File: src/rtl/ex_mem_tmr_reg.sv
// Triplicated EX/MEM pipeline register with a bitwise majority vote and a saturating fault counter.
// Define EXMEM_TMR_SCRUB_EN to reload every copy with the voted value on stalled cycles.
module ex_mem_tmr_reg #(
  parameter int unsigned WIDTH = 32,
  parameter int unsigned REGW  = 5,
  parameter int unsigned CNTW  = 8
) (
  input  logic             clk,
  input  logic             reset,
  input  logic             en,
  input  logic             flush,
  input  logic [WIDTH-1:0] aluout_e,
  input  logic             zero_e,
  input  logic [WIDTH-1:0] writedata_e,
  input  logic [REGW-1:0]  writereg_e,
  input  logic             regwrite_e,
  input  logic             memwrite_e,
  input  logic             memtoreg_e,
  input  logic             inj_en,
  input  logic [1:0]       inj_sel,
  input  logic [WIDTH-1:0] inj_mask,
  input  logic             fault_clr,
  output logic [WIDTH-1:0] aluout_m,
  output logic             zero_m,
  output logic [WIDTH-1:0] writedata_m,
  output logic [REGW-1:0]  writereg_m,
  output logic             regwrite_m,
  output logic             memwrite_m,
  output logic             memtoreg_m,
  output logic             fault_m,
  output logic [CNTW-1:0]  fault_cnt
);

  localparam int unsigned BW = 2 * WIDTH + REGW + 4;

  logic [BW-1:0]   in_b;
  logic [BW-1:0]   vote;
  logic [BW-1:0]   inj_b;
  logic [BW-1:0]   copy_q [3];
  logic [BW-1:0]   copy_d [3];
  logic [CNTW-1:0] cnt_q, cnt_d;

  assign in_b  = {aluout_e, zero_e, writedata_e, writereg_e, regwrite_e, memwrite_e, memtoreg_e};
  // Injection only ever touches the aluout field, which sits at the top of the bundle.
  assign inj_b = {inj_mask, {(BW - WIDTH){1'b0}}};

  assign vote = (copy_q[0] & copy_q[1]) | (copy_q[0] & copy_q[2]) | (copy_q[1] & copy_q[2]);

  assign {aluout_m, zero_m, writedata_m, writereg_m, regwrite_m, memwrite_m, memtoreg_m} = vote;

  assign fault_m   = |((copy_q[0] ^ vote) | (copy_q[1] ^ vote) | (copy_q[2] ^ vote));
  assign fault_cnt = cnt_q;

  always_comb begin
    for (int i = 0; i < 3; i++) begin
      if (flush) begin
        copy_d[i] = '0;
      end else if (en) begin
        copy_d[i] = in_b;
      end else begin
`ifdef EXMEM_TMR_SCRUB_EN
        copy_d[i] = vote;
`else
        copy_d[i] = copy_q[i];
`endif
      end
      // inj_sel == 3 matches no copy.
      if (inj_en && (inj_sel == 2'(i))) begin
        copy_d[i] = copy_d[i] ^ inj_b;
      end
    end
  end

  always_comb begin
    cnt_d = cnt_q;
    if (fault_clr) begin
      cnt_d = '0;
    end else if (fault_m && (cnt_q != {CNTW{1'b1}})) begin
      cnt_d = cnt_q + CNTW'(1);
    end
  end

  always_ff @(posedge clk or negedge reset) begin
    if (!reset) begin
      copy_q[0] <= '0;
      copy_q[1] <= '0;
      copy_q[2] <= '0;
      cnt_q     <= '0;
    end else begin
      copy_q[0] <= copy_d[0];
      copy_q[1] <= copy_d[1];
      copy_q[2] <= copy_d[2];
      cnt_q     <= cnt_d;
    end
  end

endmodule

File: config.mk
export PLATFORM = sky130hd
export DESIGN_NAME = ex_mem_tmr_reg
export DESIGN_NICKNAME = d
export VERILOG_FILES = /design/src/rtl/ex_mem_tmr_reg.sv
export SDC_FILE = /design/constraint.sdc
export NUM_CORES = 1
export LEC_CHECK = 0
export ABC_AREA = 1
export BUFFER_PORTS_ARGS = -buffer_cell sky130_fd_sc_hd__buf_2
export CAP_MARGIN = 10
export CELL_PAD_IN_SITES_DETAIL_PLACEMENT = 1
export CELL_PAD_IN_SITES_GLOBAL_PLACEMENT = 2
export CORE_MARGIN = 2
export CORE_UTILIZATION = 25
export CTS_BUF_LIST = sky130_fd_sc_hd__clkbuf_4
export DETAILED_ROUTE_END_ITERATION = 16
export PLACE_DENSITY = 0.78
export SLEW_MARGIN = 20
export SYNTH_ARGS = -nofsm -noshare
export SYNTH_HDL_FRONTEND = slang
export SYNTH_SLANG_ARGS = --single-unit
File: constraint.sdc
create_clock -name clk -period 1.4 [get_ports clk]
set_input_delay 0.35 -clock clk [delete_from_list [all_inputs] [get_ports clk]]
set_output_delay 0.35 -clock clk [all_outputs]
set_load 0.01 [all_outputs]
## Word level (Yosys, flattened, before mapping)

Cells that the tools add are included.

- Flip-flop bits (word level): 227
- Input port bits: 113
- Bits in writable memories: 0
- Output and inout bits: 82
- Latch bits: 0
- Memories: 0
- Word-level logic and storage cells: 39
- ROM bits: 0

- Shift operators: 0
- Bitwise operators: 13
- Equality and inequality tests: 3
- $mul: 0
- Div/mod/pow operators: 0
- Magnitude comparators: 0
- Reduce and logical (&&, ||, !) cells: 7
- Add/sub/neg operators: 1
- Muxes and demuxes: 11

Operators by type and width:

| kind | number |
|---|---|
| 73-bit two-way mux | 9 |
| 73-bit XOR | 6 |
| 73-bit OR | 4 |
| 73-bit AND | 3 |
| 73-bit OR reduction | 1 |
| 8-bit two-way mux | 2 |
| 8-bit by 1-bit adder with 8-bit output (second input constant) | 1 |
| 8-bit != test (second input constant) | 1 |
| 1-bit logical AND | 4 |
| 2-bit by 1-bit == test with 1-bit output (second input constant) | 1 |
| 2-bit == test (second input constant) | 1 |
| 2-bit logical NOT | 1 |
| 2-bit nonzero test | 1 |

## Longest topological paths before layout

- Word-level depth: 10
- Depth in mapped cells: 11
- Depth with buffers taken out: 11

## Worst setup path after synthesis

Ideal clock, no wire load.

- Path type: reg2out
- From: register copy_q[69] in the netlist's numbering
- To: output fault_m
- Slack: -6 ps
- Buffers on the path: 0
- Cell stages (with the launch flop): 9
- Data arrival time: 1056 ps
- Cell sequence: dfrtp_1 > nor2_2 > nand2_1 > nand2_1 > nand3_1 > nor2_1 > nand2_1 > nor2_2 > nand2_4

- Longest elaborated chain between the ends: 7
- Elaborated cells between the ends (all ways): 10
- Those cells by class: bitwise (9); reduce/logical (1)

Ends and longest elaborated chain:

| what | line | source |
|---|---|---|
| from (decl) | 39 | `logic [BW-1:0] copy_q [3];` |
| 73-bit AND | 47 | `assign vote = (copy_q[0] & copy_q[1]) \| (copy_q[0] & copy_q[2]) \| (copy_q[1] & copy_q[2]);` |
| 73-bit OR (2 in series) | 47 |  |
| 73-bit XOR | 51 | `assign fault_m = \|((copy_q[0] ^ vote) \| (copy_q[1] ^ vote) \| (copy_q[2] ^ vote));` |
| 73-bit OR | 51 |  |
| 73-bit OR (*) | 51 |  |
| 73-bit OR reduction (*) | 51 |  |
| to (decl) | 30 | `output logic fault_m,` |

Every way passes the cells marked *; elsewhere a longest branch is shown, timed or not.

## Final worst setup path

- From: register copy_q[132] in the netlist's numbering
- To: output fault_m

Same word-level chain as after synthesis.

==> impl_results.md <==
- ANT nets after route: 0
- CTS Buf Count: 17
- Crit Path Max Fanout: 3
- Die area: 35000 sq um
- CTS max path bufs: 2
- Ys flop type: dfrtp_1
- Die extent in y: 187 um
- Via-per-instance ratio: 4.18
- CP cell instances: nor2_2, nand2_1, nand2_1, nand3_2, nor2_4, nand2_2, nor2_4, nand2_4, buf_6
- Cells after synthesis: around 1.1k
- HP Class: primary input to flip-flop
- GRT Total Usage: between 10% and 20%
- Worst-Margin Slew: 0.616 ns
- GPL Wtd Cong: 0.777
- Top-area cell type share of the netlist area: a little over two fifths
- WP data arrival: 1.93 ns
- Worst-Skew Late Latency: ~0.58 ns
- Type of origin of the critical path: flip-flop
- Critical path endpoint category: output pin
- Post-Syn Nets: approximately 1.2k
- Clock period minus worst slack: approximately 2.3 ns
- Crit-path max cell delay: 0.44 ns
- Final Max Slew Viols: 0
- Buf+Inv Stages, Crit Path: 1
- Setup WS pre-CTS: -0.436 ns
- RSZ-0062 raised after global routing: yes
- WS Path Type: flip-flop to output pin
- Port Buffer Count: 194
- DR DRC count: 0
- Total core area: 33300 sq um
- Initial antenna violation count: 2
- Pwr Density: 827 nW/um^2
- WL final: 28600 um
- Post-Syn Area: 8390 sq um
- Row count: 67
- VDD IR max: slightly below 0.4 mV
- Yosys warnings: 0
- Top delay family on crit path: simple AND/OR/NAND/NOR gates
- Max Freq: 0.439 GHz
- Post-DP HPWL: 18900 um
- Vias in the first global route: 8582
- Area grow syn2layout: 52.6%
- Critical Path Slowest Stage Cell: dfrtp_1
- Endpoints failing hold: 0
- Clock sinks: 145
- Seq/Total Area, Yosys: 43.3%
- Initial drt markers: roughly 270
- Clock Pin Slew Worst Setup and Hold Paths: 0.16 ns
- Failing checks: negative setup slack
- Post-synth EDFFs: 0
- GR Overflow Total: 0
- Final Net Count: 1617
- Setup ws final: -0.878 ns
- Final period util: 163%
- Die extent in x: 187 um
- Synth async-reset ratio: 100%
- Leak: 6.86 nW
- Netlist cell types: 25
- Placed instance count: approximately 1.8k
- Most frequent cell after synthesis: inv_1
- Pin count of the biggest net entering global routing: 37
- #FFs+latches synth: approximately 150
- CTS Root Cell: clkbuf_4
- Layout cells sized above 1: 39.0%
- H-tree depth: 4
- Vias: 8212
- Final setup vio count: 90
- Commonest cells in the netlist: inv_1 (228), nand2_1 (171), dfrtp_1 (145)
- Starting Density: 25.2%
- Outcome: finished with violations
- Final Skew: 0.0287 ns
- Synth area leader: dfrtp_1
- WHS: 0.104 ns
- Total power: between 10 and 15 mW
- I/O pins: 195
- Max-cap check violation count: 0
- CTS tree: yes
- Finished Layout Cells: 1966
- WP data required: 1.05 ns
- First-pass GRT wire length: 43700 um
- # fillers: 4025
- Average size of a mapped cell: between 7 and 8 sq um
- Top area cells in the synthesized netlist: dfrtp_1 (43%), inv_1 (10%), nand2_1 (7.7%), xnor2_1 (5.8%), nor2_1 (5.5%)
- Routed WL per cell: 14.5 um
- DRT Pass-1 Iters: 4
- Max-Slew Margin vs Limit: 58.9%
[cells in the final DEF (no fill, tap or decap), types with 2 or more instances in the layout]
cell type      synthesis  layout
inv_1                228     221
buf_2                 10     167
buf_4                 39     159
dfrtp_1              145     142
nand2_1              171     139
nor2_1               123     101
o21ai_1               76      78
buf_6                  3      65
xnor2_1               56      56
o21ai_0               64      55
xor2_1                46      46
dlygate4sd3_1          0      42
nand3_1               42      32
nand2_2                0      27
o21ai_2               19      26
nor2_2                14      26
a21oi_2                0      18
clkbuf_4               0      17
buf_12                 0      16
inv_2                  6      13
nor2_4                 1      11
a21oi_4                0      10
nand3_2                0       9
nand4_1                9       9
nand2_4                1       6
inv_6                  0       5
clkinvlp_4             0       3
clkinv_4               0       3
clkinv_1               0       3
dfrtp_2                0       3
diode_2                0       2
[per-stage QoR]
stage          cell area [sq um]  util, %  setup TNS [ns]
6_report                   12800     38.4          -20.20
5_1_grt                    12800     38.4          -31.01
4_1_cts                    12100     36.4          -26.28
3_5_place_dp               10800     32.4          -12.28
3_3_place_gp               10800     32.4          -10.82
2_1_floorplan               8390        -        -0.00605
[worst register-to-register path: cells and delay by family, from the launching register on]
kind | cells | cell delay, ns
buffers and inverters | 2 | 0.28
DFF | 1 | 0.44
and+or+nand+nor | 11 | 1.06
[registers in the layout, indices dropped and copies added (netlist names)]
| register | count |
|---|---|
| copy_q | 137 |
| fault_cnt | 8 |
[power breakdown]
| group | total [mW] | switching, mW | internal (mW) | leakage [nW] |
|---|---|---|---|---|
| clock network | 2.67 | 1.77 | 0.896 | 0.133 |
| logic | 3.13 | 1.57 | 1.56 | 4.83 |
| registers | 4.78 | 0.261 | 4.51 | 1.90 |
[what timing repair did]
action | 4_1_cts | 5_1_grt
cloned | 0 | 1
buffers inserted | 44 | 58
endpoints found under the setup margin | 90 | 90
endpoints found under the hold margin | 186 | 0
pin swaps | 34 | 43
hold buffers | 42 | 0
resized for setup | 129 | 86
[cells by family (layout without fill, tap and decap cells)]
| group | count (synthesis) | count (layout) | share of synthesized area (%) |
|---|---|---|---|
| AOI/OAI and AO/OA | 187 | 187 | 12.0 |
| DFF | 145 | 145 | 43.3 |
| adders and majority gates | 1 | 1 | 0.149 |
| other | 0 | 2 | 0 |
| buffers and inverters | 303 | 717 | 15.7 |
| and+or+nand+nor | 364 | 364 | 18.2 |
| xor gates and xnor gates | 102 | 102 | 10.7 |
[area by class of cell]
| class | instances | area, sq um | area share, % |
|---|---|---|---|
| multi-input cells | 654 | 3920 | 30.6 |
| flip-flops and latches | 145 | 3630 | 28.4 |
| clock inverters | 15 | 134 | 1.05 |
| clock buffers | 17 | 128 | 0.997 |
| well taps | 448 | 561 | 4.38 |
| inverters | 234 | 878 | 6.86 |
| diodes | 2 | 5.00 | 0.0391 |
| repair buffers | 451 | 3540 | 27.7 |
[path summary, 6_finish.rpt]
check / startpoint / endpoint / slack (ns) / depth (start not counted)
max: copy_q[132] / fault_m / -0.88 / 9
min: inj_mask[13] / copy_q[200] / 0.10 / 4
max reg2reg: copy_q[132] / fault_cnt[6] / -0.44 / 13
min reg2reg: copy_q[24] / copy_q[24] / 0.54 / 2
max in group asynchronous: reset / copy_q[69] / 0.68 / 3
min in group asynchronous: reset / copy_q[34] / 0.21 / 2
[routing by layer]
layer	up-vias	global-route usage (%)	share of wire [%]
met5	-	0	0
met4	0	3.14	0.66
met3	10	3.08	3.3
met2	149	28.2	51
met1	3951	19.9	45
li1	4102	-	-
(Power assumes the default switching activity.)
